==> src/rtl/lsu_mem_access_if.sv <==
// Data-RAM bus between the LSU and the RAM.
// Single-outstanding request/response handshake.
interface lsu_mem_access_if #(
  parameter int ADDR_W = 64,
  parameter int DATA_W = 64
);
  logic              bus_req_valid;
  logic              bus_req_ready;
  logic              bus_req_wen;
  logic [ADDR_W-1:0] bus_req_addr;
  logic [DATA_W-1:0] bus_req_wdata;
  logic [7:0]        bus_req_wstrb;
  logic              bus_rsp_valid;
  logic [DATA_W-1:0] bus_rsp_rdata;

  modport master (
    output bus_req_valid,
    input  bus_req_ready,
    output bus_req_wen,
    output bus_req_addr,
    output bus_req_wdata,
    output bus_req_wstrb,
    input  bus_rsp_valid,
    input  bus_rsp_rdata
  );

  modport slave (
    input  bus_req_valid,
    output bus_req_ready,
    input  bus_req_wen,
    input  bus_req_addr,
    input  bus_req_wdata,
    input  bus_req_wstrb,
    output bus_rsp_valid,
    output bus_rsp_rdata
  );
endinterface

==> src/rtl/lsu_mem_access.sv <==
// MEM-stage load/store controller: one access in flight,
// store lane alignment, raw load capture for sign-extend.
module lsu_mem_access #(
  parameter int ADDR_W = 64,
  parameter int DATA_W = 64
) (
  input  logic              clk,
  input  logic              rst,
  input  logic              mem_valid,
  input  logic              mem_read,
  input  logic              mem_write,
  input  logic [ADDR_W-1:0] mem_addr,
  input  logic [2:0]        mem_load_type,
  input  logic [1:0]        mem_store_size,
  input  logic [DATA_W-1:0] mem_store_data,
  lsu_mem_access_if.master  bus,
  output logic [DATA_W-1:0] ld_read_data,
  output logic [2:0]        ld_addr_low,
  output logic [2:0]        ld_load_type,
  output logic              lsu_done,
  output logic              lsu_stall,
  output logic              lsu_misalign
);

  typedef enum logic [1:0] {
    IDLE,
    REQ,
    RESP
  } state_t;

  state_t            state_q;
  logic              wen_q;
  logic [ADDR_W-1:0] addr_q;
  logic [DATA_W-1:0] wdata_q;
  logic [7:0]        wstrb_q;
  logic [2:0]        low_q;
  logic [2:0]        ltype_q;
  logic              done_q;
  logic [DATA_W-1:0] rdata_q;
  logic [2:0]        ld_low_q;
  logic [2:0]        ld_type_q;

  logic       access;
  logic       accept;
  logic [1:0] acc_sz;
  logic [7:0] st_mask;
  logic [DATA_W-1:0] wdata_d;
  logic [7:0]        wstrb_d;

  assign access = mem_read | mem_write;

  // log2 of access bytes: load type for loads, store size otherwise
  always_comb begin
    acc_sz = mem_store_size;
    if (mem_read) begin
      unique case (mem_load_type)
        3'b010, 3'b110: acc_sz = 2'd1;
        3'b011, 3'b111: acc_sz = 2'd2;
        3'b100:         acc_sz = 2'd3;
        default:        acc_sz = 2'd0;
      endcase
    end
  end

  // base byte-strobe pattern for the store size
  always_comb begin
    st_mask = 8'h01;
    unique case (mem_store_size)
      2'd0: st_mask = 8'h01;
      2'd1: st_mask = 8'h03;
      2'd2: st_mask = 8'h0F;
      2'd3: st_mask = 8'hFF;
      default: st_mask = 8'h01;
    endcase
  end

  assign wdata_d = mem_store_data << {mem_addr[2:0], 3'b000};
  assign wstrb_d = st_mask << mem_addr[2:0];

  assign lsu_misalign = mem_valid & access & (
      ((acc_sz == 2'd1) & mem_addr[0])
    | ((acc_sz == 2'd2) & (|mem_addr[1:0]))
    | ((acc_sz == 2'd3) & (|mem_addr[2:0])));

  assign lsu_stall = mem_valid & access
                   & ~lsu_misalign & ~done_q;
  assign accept    = lsu_stall & (state_q == IDLE);

  // transaction FSM with registered bus and load outputs
  always_ff @(posedge clk) begin
    if (rst) begin
      state_q   <= IDLE;
      wen_q     <= 1'b0;
      addr_q    <= '0;
      wdata_q   <= '0;
      wstrb_q   <= '0;
      low_q     <= '0;
      ltype_q   <= '0;
      done_q    <= 1'b0;
      rdata_q   <= '0;
      ld_low_q  <= '0;
      ld_type_q <= '0;
    end else begin
      done_q <= 1'b0;
      unique case (state_q)
        IDLE: begin
          if (accept) begin
            state_q <= REQ;
            wen_q   <= mem_write;
            addr_q  <= {mem_addr[ADDR_W-1:3], 3'b000};
            wdata_q <= mem_write ? wdata_d : '0;
            wstrb_q <= mem_write ? wstrb_d : 8'h00;
            low_q   <= mem_addr[2:0];
            ltype_q <= mem_load_type;
          end
        end
        REQ: begin
          if (bus.bus_req_ready) state_q <= RESP;
        end
        RESP: begin
          if (bus.bus_rsp_valid) begin
            state_q <= IDLE;
            done_q  <= 1'b1;
            if (!wen_q) begin
              rdata_q   <= bus.bus_rsp_rdata;
              ld_low_q  <= low_q;
              ld_type_q <= ltype_q;
            end
          end
        end
        default: state_q <= IDLE;
      endcase
    end
  end

  assign bus.bus_req_valid = (state_q == REQ);
  assign bus.bus_req_wen   = wen_q;
  assign bus.bus_req_addr  = addr_q;
  assign bus.bus_req_wdata = wdata_q;
  assign bus.bus_req_wstrb = wstrb_q;

  assign ld_read_data = rdata_q;
  assign ld_addr_low  = ld_low_q;
  assign ld_load_type = ld_type_q;
  assign lsu_done     = done_q;

endmodule

==> src/flat_wrapper.sv <==
// flat-port wrapper written by rule: the top's interface ports become plain ports
module lsu_mem_access_flat 
#(
  parameter int ADDR_W = 64,
  parameter int DATA_W = 64
)
  (clk, rst, mem_valid, mem_read, mem_write, mem_addr, mem_load_type, mem_store_size, mem_store_data, ld_read_data, ld_addr_low, ld_load_type, lsu_done, lsu_stall, lsu_misalign, bus_bus_req_valid, bus_bus_req_ready, bus_bus_req_wen, bus_bus_req_addr, bus_bus_req_wdata, bus_bus_req_wstrb, bus_bus_rsp_valid, bus_bus_rsp_rdata);
  lsu_mem_access_if #(.ADDR_W(ADDR_W), .DATA_W(DATA_W)) bus_i ();
  input  logic clk;
  input  logic rst;
  input  logic mem_valid;
  input  logic mem_read;
  input  logic mem_write;
  input  logic [ADDR_W-1:0] mem_addr;
  input  logic [2:0] mem_load_type;
  input  logic [1:0] mem_store_size;
  input  logic [DATA_W-1:0] mem_store_data;
  output logic [DATA_W-1:0] ld_read_data;
  output logic [2:0] ld_addr_low;
  output logic [2:0] ld_load_type;
  output logic lsu_done;
  output logic lsu_stall;
  output logic lsu_misalign;
  output wire logic [$bits(bus_i.bus_req_valid)-1:0] bus_bus_req_valid;
  input wire logic [$bits(bus_i.bus_req_ready)-1:0] bus_bus_req_ready;
  output wire logic [$bits(bus_i.bus_req_wen)-1:0] bus_bus_req_wen;
  output wire logic [$bits(bus_i.bus_req_addr)-1:0] bus_bus_req_addr;
  output wire logic [$bits(bus_i.bus_req_wdata)-1:0] bus_bus_req_wdata;
  output wire logic [$bits(bus_i.bus_req_wstrb)-1:0] bus_bus_req_wstrb;
  input wire logic [$bits(bus_i.bus_rsp_valid)-1:0] bus_bus_rsp_valid;
  input wire logic [$bits(bus_i.bus_rsp_rdata)-1:0] bus_bus_rsp_rdata;
  assign bus_bus_req_valid = bus_i.bus_req_valid;
  assign bus_i.bus_req_ready = bus_bus_req_ready;
  assign bus_bus_req_wen = bus_i.bus_req_wen;
  assign bus_bus_req_addr = bus_i.bus_req_addr;
  assign bus_bus_req_wdata = bus_i.bus_req_wdata;
  assign bus_bus_req_wstrb = bus_i.bus_req_wstrb;
  assign bus_i.bus_rsp_valid = bus_bus_rsp_valid;
  assign bus_i.bus_rsp_rdata = bus_bus_rsp_rdata;
  lsu_mem_access #(.ADDR_W(ADDR_W), .DATA_W(DATA_W)) u_core (.clk(clk), .rst(rst), .mem_valid(mem_valid), .mem_read(mem_read), .mem_write(mem_write), .mem_addr(mem_addr), .mem_load_type(mem_load_type), .mem_store_size(mem_store_size), .mem_store_data(mem_store_data), .bus(bus_i), .ld_read_data(ld_read_data), .ld_addr_low(ld_addr_low), .ld_load_type(ld_load_type), .lsu_done(lsu_done), .lsu_stall(lsu_stall), .lsu_misalign(lsu_misalign));
endmodule
==> config.mk <==
export PLATFORM = sky130hd
export DESIGN_NAME = lsu_mem_access_flat
export DESIGN_NICKNAME = d
export VERILOG_FILES = /design/src/rtl/lsu_mem_access_if.sv /design/src/rtl/lsu_mem_access.sv /design/src/flat_wrapper.sv
export SDC_FILE = /design/constraint.sdc
export NUM_CORES = 1
export LEC_CHECK = 0
export BUFFER_PORTS_ARGS = -buffer_cell sky130_fd_sc_hd__buf_2
export CAP_MARGIN = 25
export CORE_AREA = 2 2 160 162
export CTS_BUF_LIST = sky130_fd_sc_hd__clkbuf_8
export DETAILED_ROUTE_END_ITERATION = 6
export DIE_AREA = 0 0 162 164
export PLACE_DENSITY = 0.73
export SLEW_MARGIN = 20
export SYNTH_ARGS = -nofsm -noshare
export SYNTH_HDL_FRONTEND = slang
export SYNTH_SLANG_ARGS = --single-unit
==> constraint.sdc <==
create_clock -name clk -period 5.5 [get_ports clk]
set_clock_uncertainty 0.15 [all_clocks]
set_input_delay 1.1 -clock clk [delete_from_list [all_inputs] [get_ports clk]]
set_output_delay 1.1 -clock clk [all_outputs]
set_load 0.01 [all_outputs]
Yosys cells after proc, flatten, opt, wreduce, memory -nomap -nowiden

Index checks and enable logic that the tools add are counted.

Input bits: 204
Word-level logic and storage cells: 64
Output and inout bits: 211
Register bits after elaboration: 213

Shift-type cells: 2
Muxes and demuxes: 10
Reduce and logical (&&, ||, !) cells: 10
Eq/ne operators: 16
Bitwise gates (word level): 15

Operator list:

| cell               | count |
|---|---|
| $mux 64            | 1 |
| $shl 64x6->64      | 1 |
| $pmux 8 s4         | 1 |
| $pmux 2 s3         | 2 |
| $eq 2x2->1 const B | 5 |
| $eq 3x3->1 const B | 3 |
| $and 1x1->1        | 8 |
| $mux 2             | 4 |
| $mux 8             | 1 |
| $reduce_or 2->1    | 4 |
| $shl 8x3->8        | 1 |
| $eq 2x1->1 const B | 3 |
| $eq 3x2->1 const B | 2 |
| $reduce_and 3->1   | 2 |
| $logic_not 2->1    | 2 |
| $ne 2x1->1 const B | 2 |
| $not 1->1          | 4 |
| $or 1x1->1         | 3 |
| $reduce_or 3->1    | 1 |
| $ne 2x2->1 const B | 1 |
| $reduce_and 2->1   | 1 |
| $mux 1             | 1 |

Depth between registers and ports, before layout

Depth after elaboration: 15
Mapped depth: 9
Mapped depth without buffers: 5

Least setup slack after synthesis

No wires, ideal clock.

Path kind: input-to-output
From: in mem_store_size[1]
To: out lsu_misalign
Data required time: 4250 ps
Buffers on the path: 4
Data arrival time: 2485 ps
Stages on the path: 8
Path slack: 1765 ps
Cell sequence: buf_2 -> o21a_1 -> o22ai_2 -> a221o_1 -> buf_4 -> buf_4 -> buf_2 -> nor2_1

Word-level cells in the longest chain between the ends: 6
Elaborated cells on any way between the ends: 10
Those cells by class: 3 x eq/ne; 1 x mux; 6 x bitwise

Ends and longest elaborated chain:

| item                                            | RTL line                                   | source |
|---|---|---|
| from (decl)                                     | flat_wrapper.sv:16                         | `input logic [1:0] mem_store_size;` |
| $mux 2 (*)                                      | lsu_mem_access.sv:55                       | `if (mem_read) begin` |
| $eq 2x1->1 / $eq 2x2->1 (equally long branches) | lsu_mem_access.sv:81, lsu_mem_access.sv:82 |  |
| $and 1x1->1, on equally long branches           | lsu_mem_access.sv:81, lsu_mem_access.sv:82 |  |
| $or 1x1->1                                      | lsu_mem_access.sv:82                       | `\| ((acc_sz == 2'd2) & (\|mem_addr[1:0]))` |
| $or 1x1->1 (*)                                  | lsu_mem_access.sv:83                       | `\| ((acc_sz == 2'd3) & (\|mem_addr[2:0])));` |
| $and 1x1->1 (*)                                 | lsu_mem_access.sv:80                       | `assign lsu_misalign = mem_valid & access & (` |
| to (decl)                                       | flat_wrapper.sv:23                         | `output logic lsu_misalign;` |

Every way passes the cells marked *; elsewhere a longest branch is shown, timed or not.

Worst setup path after layout

From: in mem_addr[0]
To: out lsu_misalign

Word-level cells in the longest chain between the ends: 5
Elaborated cells on any way between the ends: 8
Those cells by class: 6 x bitwise; 2 x reduce/logical

Ends and longest elaborated chain:

| item            | RTL line             | source |
|---|---|---|
| from (decl)     | flat_wrapper.sv:14   | `input logic [ADDR_W-1:0] mem_addr;` |
| $reduce_or 2->1 | lsu_mem_access.sv:82 |  |
| $and 1x1->1     | lsu_mem_access.sv:82 |  |
| $or 1x1->1      | lsu_mem_access.sv:82 |  |
| $or 1x1->1 (*)  | lsu_mem_access.sv:83 |  |
| $and 1x1->1 (*) | lsu_mem_access.sv:80 |  |

Marks and branches as above.

==> flow_summary.json <==
{
  "outcome": "finished clean",
  "relSlewSlack": 0.2932,
  "vdd.ir_drop.worst_mv": 0.1403,
  "reg2reg_slack_ns": 2.70,
  "worstReg2RegStart": "u_core.lsu_done",
  "cp_max_fo": 50,
  "rows": 58,
  "dieHeight_um": 164,
  "powerDensity_mw_per_mm2": 289.9,
  "dp_slack_ns": 1.379,
  "worst-slew-pin-transition_ns": 1.060,
  "cp_data_required_time_ns": 4.25,
  "root_buffer": "clkbuf_8",
  "clkTransAtPathRegs_ns": 0.05,
  "setup_viol_count_final": 0,
  "critical_path_class": "in -> out",
  "final_common_cell": "buf_2",
  "period_needed_ns": 3.950,
  "cts_tree": "yes",
  "initial_core_util": 0.3970,
  "globalRouteOverflowTotal": 0,
  "rr_worst_depth": 6,
  "cts-resized-gates": 0,
  "wirelength_um": 34220,
  "port_buffers": 411,
  "yosysWarnings": 0,
  "grt_pass1_vias": 9164,
  "dr.pass1.iters": 5,
  "arrival_ns": 2.70,
  "dieArea_mm2": 0.02657,
  "p_sw_frac": 0.2774,
  "start_kind": "input port",
  "clkSinkCount": 213,
  "seqPwrFrac": 0.436,
  "layout_common_cells": "buf_2, dfxtp_1, a21oi_1",
  "syn_area_mm2": 0.009852,
  "p_clk_frac": 0.417,
  "synth_seq_area_share": 0.4328,
  "syn_inst": 1196,
  "slowest_stage": "a221o_4",
  "maxCapViolCount": 0,
  "path_delay_family": "compound AO/OA/AOI/OAI gates",
  "drv_slew": 0,
  "nFillCells": 2439,
  "crit_path_start": "mem_addr[0]",
  "grt_pass1_wl_um": 50710,
  "antenna_found_initial": 10,
  "grtUsageTotal": 0.2400,
  "finalNetCount": 1742,
  "clock.fmax_mhz": 253.2,
  "synth_edf_count": 0,
  "vias_per_cell": 5.371,
  "ys_ff_latch": 213,
  "drt_drc_violations_left": 0,
  "worstSkewPairLatency_ns": 0.53,
  "finalWorstSetupSlack_ns": 1.550,
  "hold_buffers": 0,
  "syn_avg_cell_area_um2": 8.237,
  "multi_input_area_mm2": 0.005042,
  "drive_gt1_frac": 0.3282,
  "finalSetupTns_ns": 0,
  "wire_per_inst_um": 17.97,
  "ioPinCount": 415,
  "reg2reg_to": "u_core.bus.bus_req_wdata[55]",
  "synth_cell_type_count": 49,
  "p_int_uw": 2673,
  "synth_ff_type": "dfxtp_1",
  "dpl.hpwl_um": 24150,
  "switching_power_uw": 1026,
  "die_width_um": 162,
  "cp-endpoint": "lsu_misalign",
  "drt-initial-drc-count": 1151,
  "crit_chain": "buf_4 > nor3_1 > a221o_4 > nor2_1 > buf_2",
  "async_reset_ff_frac": 0,
  "rsz0062_at_grt": "false",
  "hold_viol": 0,
  "comb_power_share": 0.147,
  "syn_to_final_growth_pct": 29.49,
  "worstSetupEndpointType": "output pin",
  "antenna_left": 0,
  "min_path_type": "reg -> reg",
  "max_stage_delay_ns": 0.65,
  "cts_max_path_buffers": 3,
  "regArea_mm2": 0.004264,
  "h-tree-depth": 2,
  "cts_made_buffers": 38,
  "routabilityCongestion": 0.9331,
  "grt_max_degree": 108,
  "path_buf_inv": 2,
  "num_vias": 10227,
  "worst-path-stages": 5,
  "post-cts-setup-buffers": 0,
  "cellLeakagePower_uw": 0.005630,
  "period_share": 0.7182,
  "core-area_mm2": 0.02482
}
sequential cells by signal, summed over array words and instances, names as in the netlist:
| name | cells |
|---|---|
| u_core.bus.bus_req_addr | 61 |
| u_core.bus.bus_req_wdata | 64 |
| u_core.bus.bus_req_wen | 1 |
| u_core.bus.bus_req_wstrb | 8 |
| u_core.ld_addr_low | 3 |
| u_core.ld_load_type | 3 |
| u_core.ld_read_data | 64 |
| u_core.low_q | 3 |
| u_core.lsu_done | 1 |
| u_core.ltype_q | 3 |
| u_core.state_q | 2 |
cell usage after synthesis (2+ instances only):
library cell / instances / area (µm²)
a211o_1: 2 / 17.52
a211oi_1: 16 / 120.1
a21o_1: 3 / 22.52
a21oi_1: 165 / 825.8
a221oi_4: 2 / 52.55
a22o_1: 8 / 70.07
a31o_2: 2 / 17.52
buf_1: 8 / 30.03
buf_2: 27 / 135.1
buf_4: 10 / 75.07
buf_6: 3 / 33.78
clkbuf_1: 78 / 292.8
dfxtp_1: 213 / 4264
inv_1: 2 / 7.510
mux2_2: 8 / 90.09
mux2i_1: 73 / 730.7
mux4_2: 8 / 180.2
nand2_1: 163 / 611.8
nand2b_1: 23 / 143.9
nand3_1: 77 / 385.4
nand3b_1: 3 / 22.52
nand4_1: 24 / 150.1
nor2_1: 19 / 71.32
nor2b_1: 44 / 275.3
nor4_1: 2 / 12.51
o2111ai_1: 2 / 17.52
o211ai_1: 12 / 90.09
o21ai_0: 154 / 770.7
o21ai_1: 10 / 50.05
o31ai_1: 15 / 112.6
or3_1: 2 / 12.51
how the worst min path moves through the flow:
stage                                     start                           to  slack [ns]  depth (start not counted)
finish              u_core.bus.bus_req_wstrb[0]  u_core.bus.bus_req_wstrb[0]        0.30                          1
global route             u_core.ld_read_data[1]       u_core.ld_read_data[1]        0.32                          2
CTS                 u_core.bus.bus_req_wstrb[0]  u_core.bus.bus_req_wstrb[0]        0.30                          1
detailed placement  u_core.bus.bus_req_wstrb[0]  u_core.bus.bus_req_wstrb[0]        0.28                          1
global placement    u_core.bus.bus_req_wstrb[0]  u_core.bus.bus_req_wstrb[0]        0.28                          1
floorplan                       u_core.low_q[0]        u_core.ld_addr_low[0]        0.28                          2
final cells by class:
cell class / count / share of cell area
diodes: 8 / 0.001569
clock buffers: 45 / 0.04855
clock inverters: 23 / 0.01432
multi-input cells: 855 / 0.3953
well taps: 330 / 0.03237
inverters: 4 / 0.001177
repair buffers: 426 / 0.1725
flip-flops and latches: 213 / 0.3342
per-stage QoR:
stage / hold slack (ns) / instance area, µm² / utilization / instances / total power (µW)
after floorplan: 0.2784 / 9859 / - / 1198 / 1967
after global placement: 0.2833 / 11910 / 0.4798 / 1827 / 2173
after detailed placement: 0.2843 / 11910 / 0.4798 / 1827 / 2178
after CTS: 0.2972 / 12710 / 0.5121 / 1895 / 3722
after global routing: 0.3172 / 12760 / 0.5140 / 1904 / 3856
final: 0.2954 / 12760 / 0.5140 / 1904 / 3698
per-layer routing:
layer	track usage	wire length (µm)	vias to the layer above
li1	-	-	4921
met1	0.3210	14550	4798
met4	0.09212	973	2
met2	0.3745	15730	442
met5	0	11	-
met3	0.05934	2950	64
power groups by stage:
stage               registers [µW]  clock network (µW)  logic, µW
CTS                           1610                1570        534
detailed placement            1650                   0        532
floorplan                     1660                   0        306
global route                  1620                1650        588
finish                        1610                1540        543
global placement              1650                   0        528
cell families after synthesis:
logic type             count (synthesis)  synth area share
muxes                                 89            0.1016
and+or+nand+nor                      363            0.1769
other                                  1         0.0003806
buffers and inverters                130           0.05905
AOI/OAI and AO/OA                    400            0.2292
DFF                                  213            0.4328
(Power assumes the default switching activity.)
